File: src/rtl/ahbl_apb_bridge.sv
// AHB-Lite to APB bridge: one AHB slave port fanned out to NUM_SLOTS APB slots.
// Optional macro: APB_TIMEOUT_EN (ACCESS-phase watchdog, TIMEOUT_CYC cycles).
//
// Ports:
//   HCLK, HRESETN                    clock, async active-low reset
//   HSEL/HADDR/HWRITE/HTRANS/HSIZE   AHB address phase (HSIZE ignored)
//   HWDATA, HREADYIN                 AHB write data, bus ready
//   HREADYOUT/HRESP/HRDATA           AHB response (all registered)
//   PSEL[NUM_SLOTS]/PADDR/PWRITE/    APB request (all registered)
//   PENABLE/PWDATA
//   PRDATA/PREADY/PSLVERR            APB response, pre-muxed from selected slave
module ahbl_apb_bridge #(
    parameter int NUM_SLOTS   = 16,
    parameter int SLOT_ABIT   = 24,
    parameter int TIMEOUT_CYC = 255
) (
    input  logic                 HCLK,
    input  logic                 HRESETN,
    input  logic                 HSEL,
    input  logic [31:0]          HADDR,
    input  logic                 HWRITE,
    input  logic [1:0]           HTRANS,
    input  logic [2:0]           HSIZE,
    input  logic [31:0]          HWDATA,
    input  logic                 HREADYIN,
    output logic                 HREADYOUT,
    output logic                 HRESP,
    output logic [31:0]          HRDATA,
    output logic [NUM_SLOTS-1:0] PSEL,
    output logic [31:0]          PADDR,
    output logic                 PWRITE,
    output logic                 PENABLE,
    output logic [31:0]          PWDATA,
    input  logic [31:0]          PRDATA,
    input  logic                 PREADY,
    input  logic                 PSLVERR
);

    typedef enum logic [2:0] {
        S_IDLE,
        S_LATCH,
        S_SETUP,
        S_ACCESS,
        S_ERR1,
        S_ERR2
    } state_e;

    // Slave-local address: bits below the slot field
    localparam logic [31:0] LOW_MASK = (32'h1 << SLOT_ABIT) - 32'h1;
    localparam logic [7:0]  TO_LIM   = 8'(TIMEOUT_CYC);

    state_e                 state_q;
    logic [31:0]            addr_q;
    logic [3:0]             slot_q;
    logic                   write_q;
    logic                   hready_q;
    logic                   hresp_q;
    logic [31:0]            hrdata_q;
    logic [NUM_SLOTS-1:0]   psel_q;
    logic [31:0]            paddr_q;
    logic                   pwrite_q;
    logic                   penable_q;
    logic [31:0]            pwdata_q;
`ifdef APB_TIMEOUT_EN
    logic [7:0]             to_q;
`endif

    logic                   accept;
    logic                   slot_ok;
    logic [15:0]            onehot;

    // NONSEQ/SEQ only; IDLE and BUSY transfers are dropped
    assign accept  = HSEL & HREADYIN & HTRANS[1];
    assign slot_ok = ({1'b0, slot_q} < 5'(NUM_SLOTS));
    assign onehot  = 16'd1 << slot_q;

    always_ff @(posedge HCLK or negedge HRESETN) begin
        if (!HRESETN) begin
            state_q   <= S_IDLE;
            addr_q    <= '0;
            slot_q    <= '0;
            write_q   <= 1'b0;
            hready_q  <= 1'b1;
            hresp_q   <= 1'b0;
            hrdata_q  <= '0;
            psel_q    <= '0;
            paddr_q   <= '0;
            pwrite_q  <= 1'b0;
            penable_q <= 1'b0;
            pwdata_q  <= '0;
`ifdef APB_TIMEOUT_EN
            to_q      <= '0;
`endif
        end else begin
            unique case (state_q)
                S_IDLE: begin
                    if (accept) begin
                        addr_q   <= HADDR & LOW_MASK;
                        slot_q   <= HADDR[SLOT_ABIT+:4];
                        write_q  <= HWRITE;
                        hready_q <= 1'b0;
                        state_q  <= S_LATCH;
                    end
                end
                S_LATCH: begin
                    // HWDATA is valid in the data phase, i.e. this cycle
                    pwdata_q <= HWDATA;
                    if (slot_ok) begin
                        psel_q   <= onehot[NUM_SLOTS-1:0];
                        paddr_q  <= addr_q;
                        pwrite_q <= write_q;
                        state_q  <= S_SETUP;
                    end else begin
                        hresp_q  <= 1'b1;
                        state_q  <= S_ERR1;
                    end
                end
                S_SETUP: begin
                    penable_q <= 1'b1;
`ifdef APB_TIMEOUT_EN
                    to_q      <= '0;
`endif
                    state_q   <= S_ACCESS;
                end
                S_ACCESS: begin
                    if (PREADY) begin
                        psel_q    <= '0;
                        penable_q <= 1'b0;
                        if (PSLVERR) begin
                            hresp_q <= 1'b1;
                            state_q <= S_ERR1;
                        end else begin
                            hready_q <= 1'b1;
                            if (!pwrite_q) begin
                                hrdata_q <= PRDATA;
                            end
                            state_q  <= S_IDLE;
                        end
                    end
`ifdef APB_TIMEOUT_EN
                    else begin
                        to_q <= to_q + 8'd1;
                        if (to_q + 8'd1 == TO_LIM) begin
                            psel_q    <= '0;
                            penable_q <= 1'b0;
                            hresp_q   <= 1'b1;
                            state_q   <= S_ERR1;
                        end
                    end
`endif
                end
                S_ERR1: begin
                    // Second half of the two-cycle AHB error response
                    hready_q <= 1'b1;
                    state_q  <= S_ERR2;
                end
                S_ERR2: begin
                    hresp_q <= 1'b0;
                    if (accept) begin
                        addr_q   <= HADDR & LOW_MASK;
                        slot_q   <= HADDR[SLOT_ABIT+:4];
                        write_q  <= HWRITE;
                        hready_q <= 1'b0;
                        state_q  <= S_LATCH;
                    end else begin
                        state_q  <= S_IDLE;
                    end
                end
                default: begin
                    state_q <= S_IDLE;
                end
            endcase
        end
    end

    assign HREADYOUT = hready_q;
    assign HRESP     = hresp_q;
    assign HRDATA    = hrdata_q;
    assign PSEL      = psel_q;
    assign PADDR     = paddr_q;
    assign PWRITE    = pwrite_q;
    assign PENABLE   = penable_q;
    assign PWDATA    = pwdata_q;

    logic unused_ok;
    assign unused_ok = ^{HSIZE, HTRANS[0], onehot, TO_LIM};

endmodule

File: config.mk
export PLATFORM = sky130hd
export DESIGN_NAME = ahbl_apb_bridge
export DESIGN_NICKNAME = d
export VERILOG_FILES = /design/src/rtl/ahbl_apb_bridge.sv
export SDC_FILE = /design/constraint.sdc
export NUM_CORES = 1
export LEC_CHECK = 0
export ABC_AREA = 1
export CAP_MARGIN = 20
export CORE_AREA = 2 2 117 119
export DETAILED_ROUTE_END_ITERATION = 7
export DIE_AREA = 0 0 119 121
export PLACE_DENSITY = 0.77
export SLEW_MARGIN = 30
export SYNTH_ARGS = -nofsm -noshare
export SYNTH_HDL_FRONTEND = slang
export SYNTH_SLANG_ARGS = --single-unit
File: constraint.sdc
create_clock -name HCLK -period 1.5 [get_ports HCLK]
set_input_delay 0.375 -clock HCLK [delete_from_list [all_inputs] [get_ports HCLK]]
set_output_delay 0.375 -clock HCLK [all_outputs]
set_load 0.005 [all_outputs]
==> results of run 1 <==
metrics by stage:
stage | setup slack, ps | total power [mW] | utilization, %
final | 48.3 | 16.5 | 64.5
after global routing | 0.679 | 17.7 | 64.5
after CTS | 22.7 | 16.7 | 64.4
after detailed placement | -174 | 13.4 | 60.3
after global placement | -107 | 13.1 | 60.3
after floorplan | 174 | 9.35 | -
cell type report:
type                    instances  area [um2]  area share [%]
clock buffers                  22         464            5.50
clock inverters                 9        95.1            1.13
inverters                      38         143            1.69
multi-input cells             401        1700            20.1
flip-flops and latches        140        3510            41.6
well taps                     176         220            2.61
repair buffers                244        2310            27.3
cell usage in the layout (no fill, tap or decap), drive strengths merged, types with 7 or more instances in the layout:
cell type,n
nor2,35
nand3,39
nor3,9
a21oi,30
nand2,234
conb,8
clkbuf,22
dfrtp,139
buf,38
inv,38
o21ai,46
clkdlybuf4s50,98
dlygate4sd2,107
clkinv,7
registers in the layout, summed over array words and instances, names as in the netlist:
name / count
HRDATA: 32
HREADYOUT: 1
HRESP: 1
PADDR: 24
PENABLE: 1
PSEL: 16
PWDATA: 32
PWRITE: 1
addr_q: 24
slot_q: 4
state_q: 3
write_q: 1
power groups by stage:
stage | clock network [mW] | registers [mW] | logic [mW]
6_report | 3.97 | 6.37 | 6.18
2_1_floorplan | 0 | 6.48 | 2.87
4_1_cts | 4.06 | 6.37 | 6.27
3_5_place_dp | 0 | 6.48 | 6.91
3_3_place_gp | 0 | 6.39 | 6.69
5_1_grt | 4.22 | 6.57 | 6.94
worst paths after layout:
check                            from          to  slack (ps)  cells after the start
setup / recovery                HRESP       HRESP          50                      1
hold / removal                HRESETN    PSEL[14]         420                      2
setup reg to reg           state_q[2]  HRDATA[23]         100                      7
hold reg to reg             PWDATA[5]   PWDATA[5]         460                      2
max in group asynchronous     HRESETN  PWDATA[20]         520                      3
min in group HCLK           PWDATA[5]   PWDATA[5]         460                      2
metal layers:
layer	track usage (%)	wire, um
met5	0	0
met4	9.23	342
met3	6.20	947
met2	33.2	6860
met1	22.6	5700
cell usage after synthesis:
| cell type | instances |
|---|---|
| a21oi_1 | 30 |
| buf_2 | 13 |
| buf_4 | 10 |
| clkbuf_1 | 14 |
| conb_1 | 1 |
| dfrtp_1 | 139 |
| dfstp_2 | 1 |
| inv_1 | 35 |
| inv_2 | 3 |
| nand2_1 | 234 |
| nand3_1 | 38 |
| nand3_2 | 1 |
| nor2_1 | 32 |
| nor2_2 | 2 |
| nor2_4 | 1 |
| nor3_1 | 8 |
| nor3_4 | 1 |
| o21ai_0 | 6 |
| o21ai_1 | 40 |
kinds of logic after synthesis:
kind of cell    Yosys count
compound gates           76
buf+inv                  75
flops                   140
other cells               1
simple gates            317
repair_timing:
item                                   in CTS  in global routing
setup buffers                              14                  0
gates resized for setup                   112                  5
endpoints found under the hold margin      27                  0
hold buffers                                1                  0
setup endpoints to repair                 115                 53
==> flow_summary.ini, run 1 <==
[floorplan]
coreArea_um2 = 13100
start_util_pct = 42.1
die_area_um2 = 14400
ios = 224
die_h_um = 121
row_count = 42
die_x_um = 119

[placed_design]
place_congestion = 0.825
dp.cells = 984
io_buffers = 207
hpwl_um = 9890
post_dp_cell_area_um2 = 7890

[global_routing]
grt_usage_pct = 19.6
grt_pass1_vias = 4716
gr-total-overflow = 0
antenna_found_initial = 0
grt_pass1_wl_um = 22100
grt_max_degree = 48

[hold_path]
hold_path_class = in -> async

[worst_setup_path]
cp_slowest_cell = dfrtp_1
cpPeakStageDelay_ps = 380
criticalPathCategory = reg -> out
critPathArrivalTime_ps = 1080
start_kind = register
crit_family = flip-flops
path_cells = dlygate4sd2_1
path_max_fanout = 2
critPathCaptureType = primary output
required_ps = 1120
cp.buffers_inverters = 1

[detailed_routing]
remaining_drc_errors = 0
dr.pass1.iters = 4
num_vias = 4776
initialDrtViolationCount = 274
wl_um = 13900
antenna_left = 0
viasPerCell = 4.64
wire_per_inst_um = 13.4

[synthesis]
syn_inst = 609
post_synth_and_or_nand_nor_area_fraction_pct = 23.2
synth_compound_area_share_pct = 6.91
synthAdderAreaFrac_pct = 0
yosys_register_bits = 140
syn-cell-area_um2 = 5500
yosys.cell_types.count = 19
ys_top_cells_by_area = dfrtp_1 (63%), nand2_1 (16%), o21ai_1 (3.6%)
muxShareOfSynthArea_pct = 0
synth_top_cell_by_area = dfrtp_1
synth_top_family_by_area = simple AND/OR/NAND/NOR gates
synth_xor_area_share_pct = 0
synth_top_area_share_pct = 63.2
yosysSeqAreaShare_pct = 63.7
syn_area_per_cell_um2 = 9.04
yosys_warnings = 0

[timing]
rsz0062_at_grt = no
fin_worst_skew_ps = 6.82
fin_crit_ps = 1450
finalSetupTns_ps = 0
finalHoldViolCount = 0
layout_worst_path_cycle_share_pct = 96.8
timing.fmax_mhz = 689
slew_viol_final = 0
holdWs_ps = 416
setup_viol = 0

[cells_and_area]
area_delta_synth_final_pct = 53.3
antenna_cells = 0
final_cell_count_no_fill = 1030
layout.nets = 950
drive_gt1_share_pct = 9.60
fillers = 1115
fin_area_um2 = 8430

[clocking]
cts_buffers = 17
root_buffer = clkbuf_16
cts_max_level = 4
clkLatencyLatePin_ps = 420
cts_tree = yes
clk_path_buf_depth = 2
cts.sinks = 140
clkTransAtPathRegs_ps = 50

[power]
comb_power_share_pct = 37.4
power.density_nw_per_um2 = 1960
cell_internal_pwr_mw = 11.0
pwr-share-seq_pct = 38.5
p_clk_share_pct = 24.0
leakage_nw = 4.41
switchingPower_mw = 5.57
swShare_pct = 33.7
peakVddDrop_mv = 0.891

[outcome]
outcome = finished clean

[run]
drv_cap = 0
No activity file was read; power rests on OpenSTA's default activity.
==> inputs of run 2 (changes only) <==
ABC_AREA = default   (was 1)
TNS_END_PERCENT = 5   (was default)
==> run 2 against run 1 <==
The run now ends with setup timing left. Via count shrank 22%. Register-to-register slack worse by 310 ps. Synthesized area about the same. Maximum frequency fell by 15%. Hold slack lost 10 ps. Setup slack worse by 250 ps.
==> flow_summary.ini, run 2 <==
[worst_setup_path]
worst_r2r_path_depth = 4
start_kind = register
r2r_end = HRDATA[12]
critPathCaptureType = register
reg2reg_slack_ps = -210
path_max_fanout = 32
reg2reg_from = state_q[2]
critPathArrivalTime_ps = 2000
criticalPathCategory = reg -> reg
required_ps = 1790

[global_routing]
antenna_found_initial = 0
grt_max_degree = 58
grt_usage_pct = 18.8
grt_pass1_wl_um = 20900
grt_pass1_vias = 3961
gr-total-overflow = 0

[synthesis]
synth-edff-count = 0
syn_area_per_cell_um2 = 16.2
yosys_register_bits = 140
ys_top_cells_by_count = dfrtp_1 (139), mux2_2 (86), mux2_4 (30)
synth_top_area_share_pct = 63.3
synthArstFlopShare_pct = 100
synth.most_common_cell = dfrtp_1
synth_top_cell_by_area = dfrtp_1
yosys_warnings = 0
yosysSeqAreaShare_pct = 63.7
ys_top_cells_by_area = dfrtp_1 (63%), mux2_2 (18%), mux2_4 (8.2%)
yosys.cell_types.count = 32
synth_ff_type = dfrtp_1
syn_inst = 339
syn-cell-area_um2 = 5500

[cells_and_area]
fillers = 967
multi_input_area_um2 = 2060
final_cell_count_no_fill = 767
finish.utilization_pct = 66.1
seq_area_um2 = 3500
drive_gt1_share_pct = 32.3
layout.nets = 686
antenna_cells = 0
final_cell_mix = dfrtp_1 (139), dlygate4sd2_1 (105), clkdlybuf4s50_1 (96)
area_delta_synth_final_pct = 57.2
final_common_cell = dfrtp_1

[clocking]
root_buffer = clkbuf_16
cts_tree = yes
cts_buffers = 17
clkLatencyLatePin_ps = 410
cts.sinks = 140
clk_path_buf_depth = 2
cts_max_level = 4
clkTransAtPathRegs_ps = 60

[timing]
setup_viol = 102
slew_viol_final = 0
rsz0062_at_grt = yes
finalHoldViolCount = 0
timing.fmax_mhz = 586
layout_worst_path_cycle_share_pct = 114
worst_slack_ps = -206
fin_worst_skew_ps = 4.38
fin_crit_ps = 1710

[placed_design]
dp.cells = 727
hpwl_um = 9350
place_congestion = 0.737
io_buffers = 207

[floorplan]
coreArea_um2 = 13100
die_area_um2 = 14400
ios = 224
die_x_um = 119
die_h_um = 121
row_count = 42
start_util_pct = 42.0

[detailed_routing]
wl_um = 13600
initialDrtViolationCount = 178
antenna_left = 0
num_vias = 3737
wire_per_inst_um = 17.8
dr.pass1.iters = 4
viasPerCell = 4.87
remaining_drc_errors = 0

[run]
drv_cap = 0

[power]
power.density_nw_per_um2 = 2000
power_mw = 17.3
pwr-share-seq_pct = 38.2
p_clk_share_pct = 22.7
switchingPower_mw = 4.89
peakVddDrop_mv = 0.968
cell_internal_pwr_mw = 12.4
swShare_pct = 28.4
leakage_nw = 4.13
comb_power_share_pct = 39.1

[outcome]
outcome = complete, but fails checks
failed_checks = setup timing

[hold_path]
hold_path_class = in -> async
-- run 2: routing by layer --
layer	global-route usage, %	part of all wire, %	vias up
met1	22.8	42	1887
met3	6.63	6.5	19
met5	0	0	-
met4	7.14	1.8	0
li1	-	-	1683
met2	31.0	49	148
-- run 2: cell type report --
class                   count  area share, %
clock buffers              22           5.49
clock inverters            10           1.06
inverters                   1         0.0434
multi-input cells         180           23.8
flip-flops and latches    140           40.5
well taps                 176           2.55
repair buffers            238           26.5
-- run 2: stage by stage --
| step | setup slack [ps] | TNS (ps) | instance area [um2] | hold slack (ps) |
|---|---|---|---|---|
| floorplan | -164 | -12850 | 5550 | 79.4 |
| global placement | -568 | -39460 | 7920 | 264 |
| detailed placement | -579 | -41250 | 7920 | 270 |
| CTS | -202 | -11100 | 8440 | 396 |
| global route | -245 | -16230 | 8640 | 415 |
| finish | -206 | -10700 | 8640 | 406 |
-- run 2: how the worst max path moves through the flow --
stage,end,slack [ps],startpoint,depth (start not counted)
6_report,HRDATA[12],-210,state_q[2],4
5_1_grt,HRDATA[17],-240,PWRITE,4
4_1_cts,HRDATA[12],-200,PWRITE,4
3_5_place_dp,addr_q[8],-580,HREADYIN,5
3_3_place_gp,addr_q[12],-570,HREADYIN,5
2_1_floorplan,HRDATA[0],-160,state_q[2],5
-- run 2: logic make-up (layout without fill, tap and decap cells) --
logic type	count (synthesis)	count (layout)	synth area share [%]
and+or+nand+nor	27	27	2.91
AOI/OAI and AO/OA	27	27	3.89
DFF	140	140	63.7
muxes	118	118	26.2
buffers and inverters	26	271	3.16
other	1	8	0.0682
-- run 2: what timing repair did --
| action | in CTS | in global routing |
|---|---|---|
| gates resized for setup | 135 | 45 |
| setup endpoints to repair | 229 | 124 |
| setup buffers | 1 | 4 |
| hold buffers | 1 | 0 |
| cloned | 0 | 2 |
| pin swaps | 0 | 5 |
| endpoints found under the hold margin | 25 | 0 |
-- run 2: power groups by stage --
stage	sequential (mW)	combinational [mW]	clock, mW
2_1_floorplan	6.59	3.07	0
3_3_place_gp	6.53	6.91	0
3_5_place_dp	6.64	7.09	0
4_1_cts	6.56	6.45	4.01
5_1_grt	6.83	7.24	4.18
6_report	6.60	6.75	3.92
-- run 2: worst max-delay path, stage by stage (launching register included) --
cell and delay [ps]:
dfrtp_1 400, nand2b_4 150, or4_4 490, buf_12 210, mux2_4 320
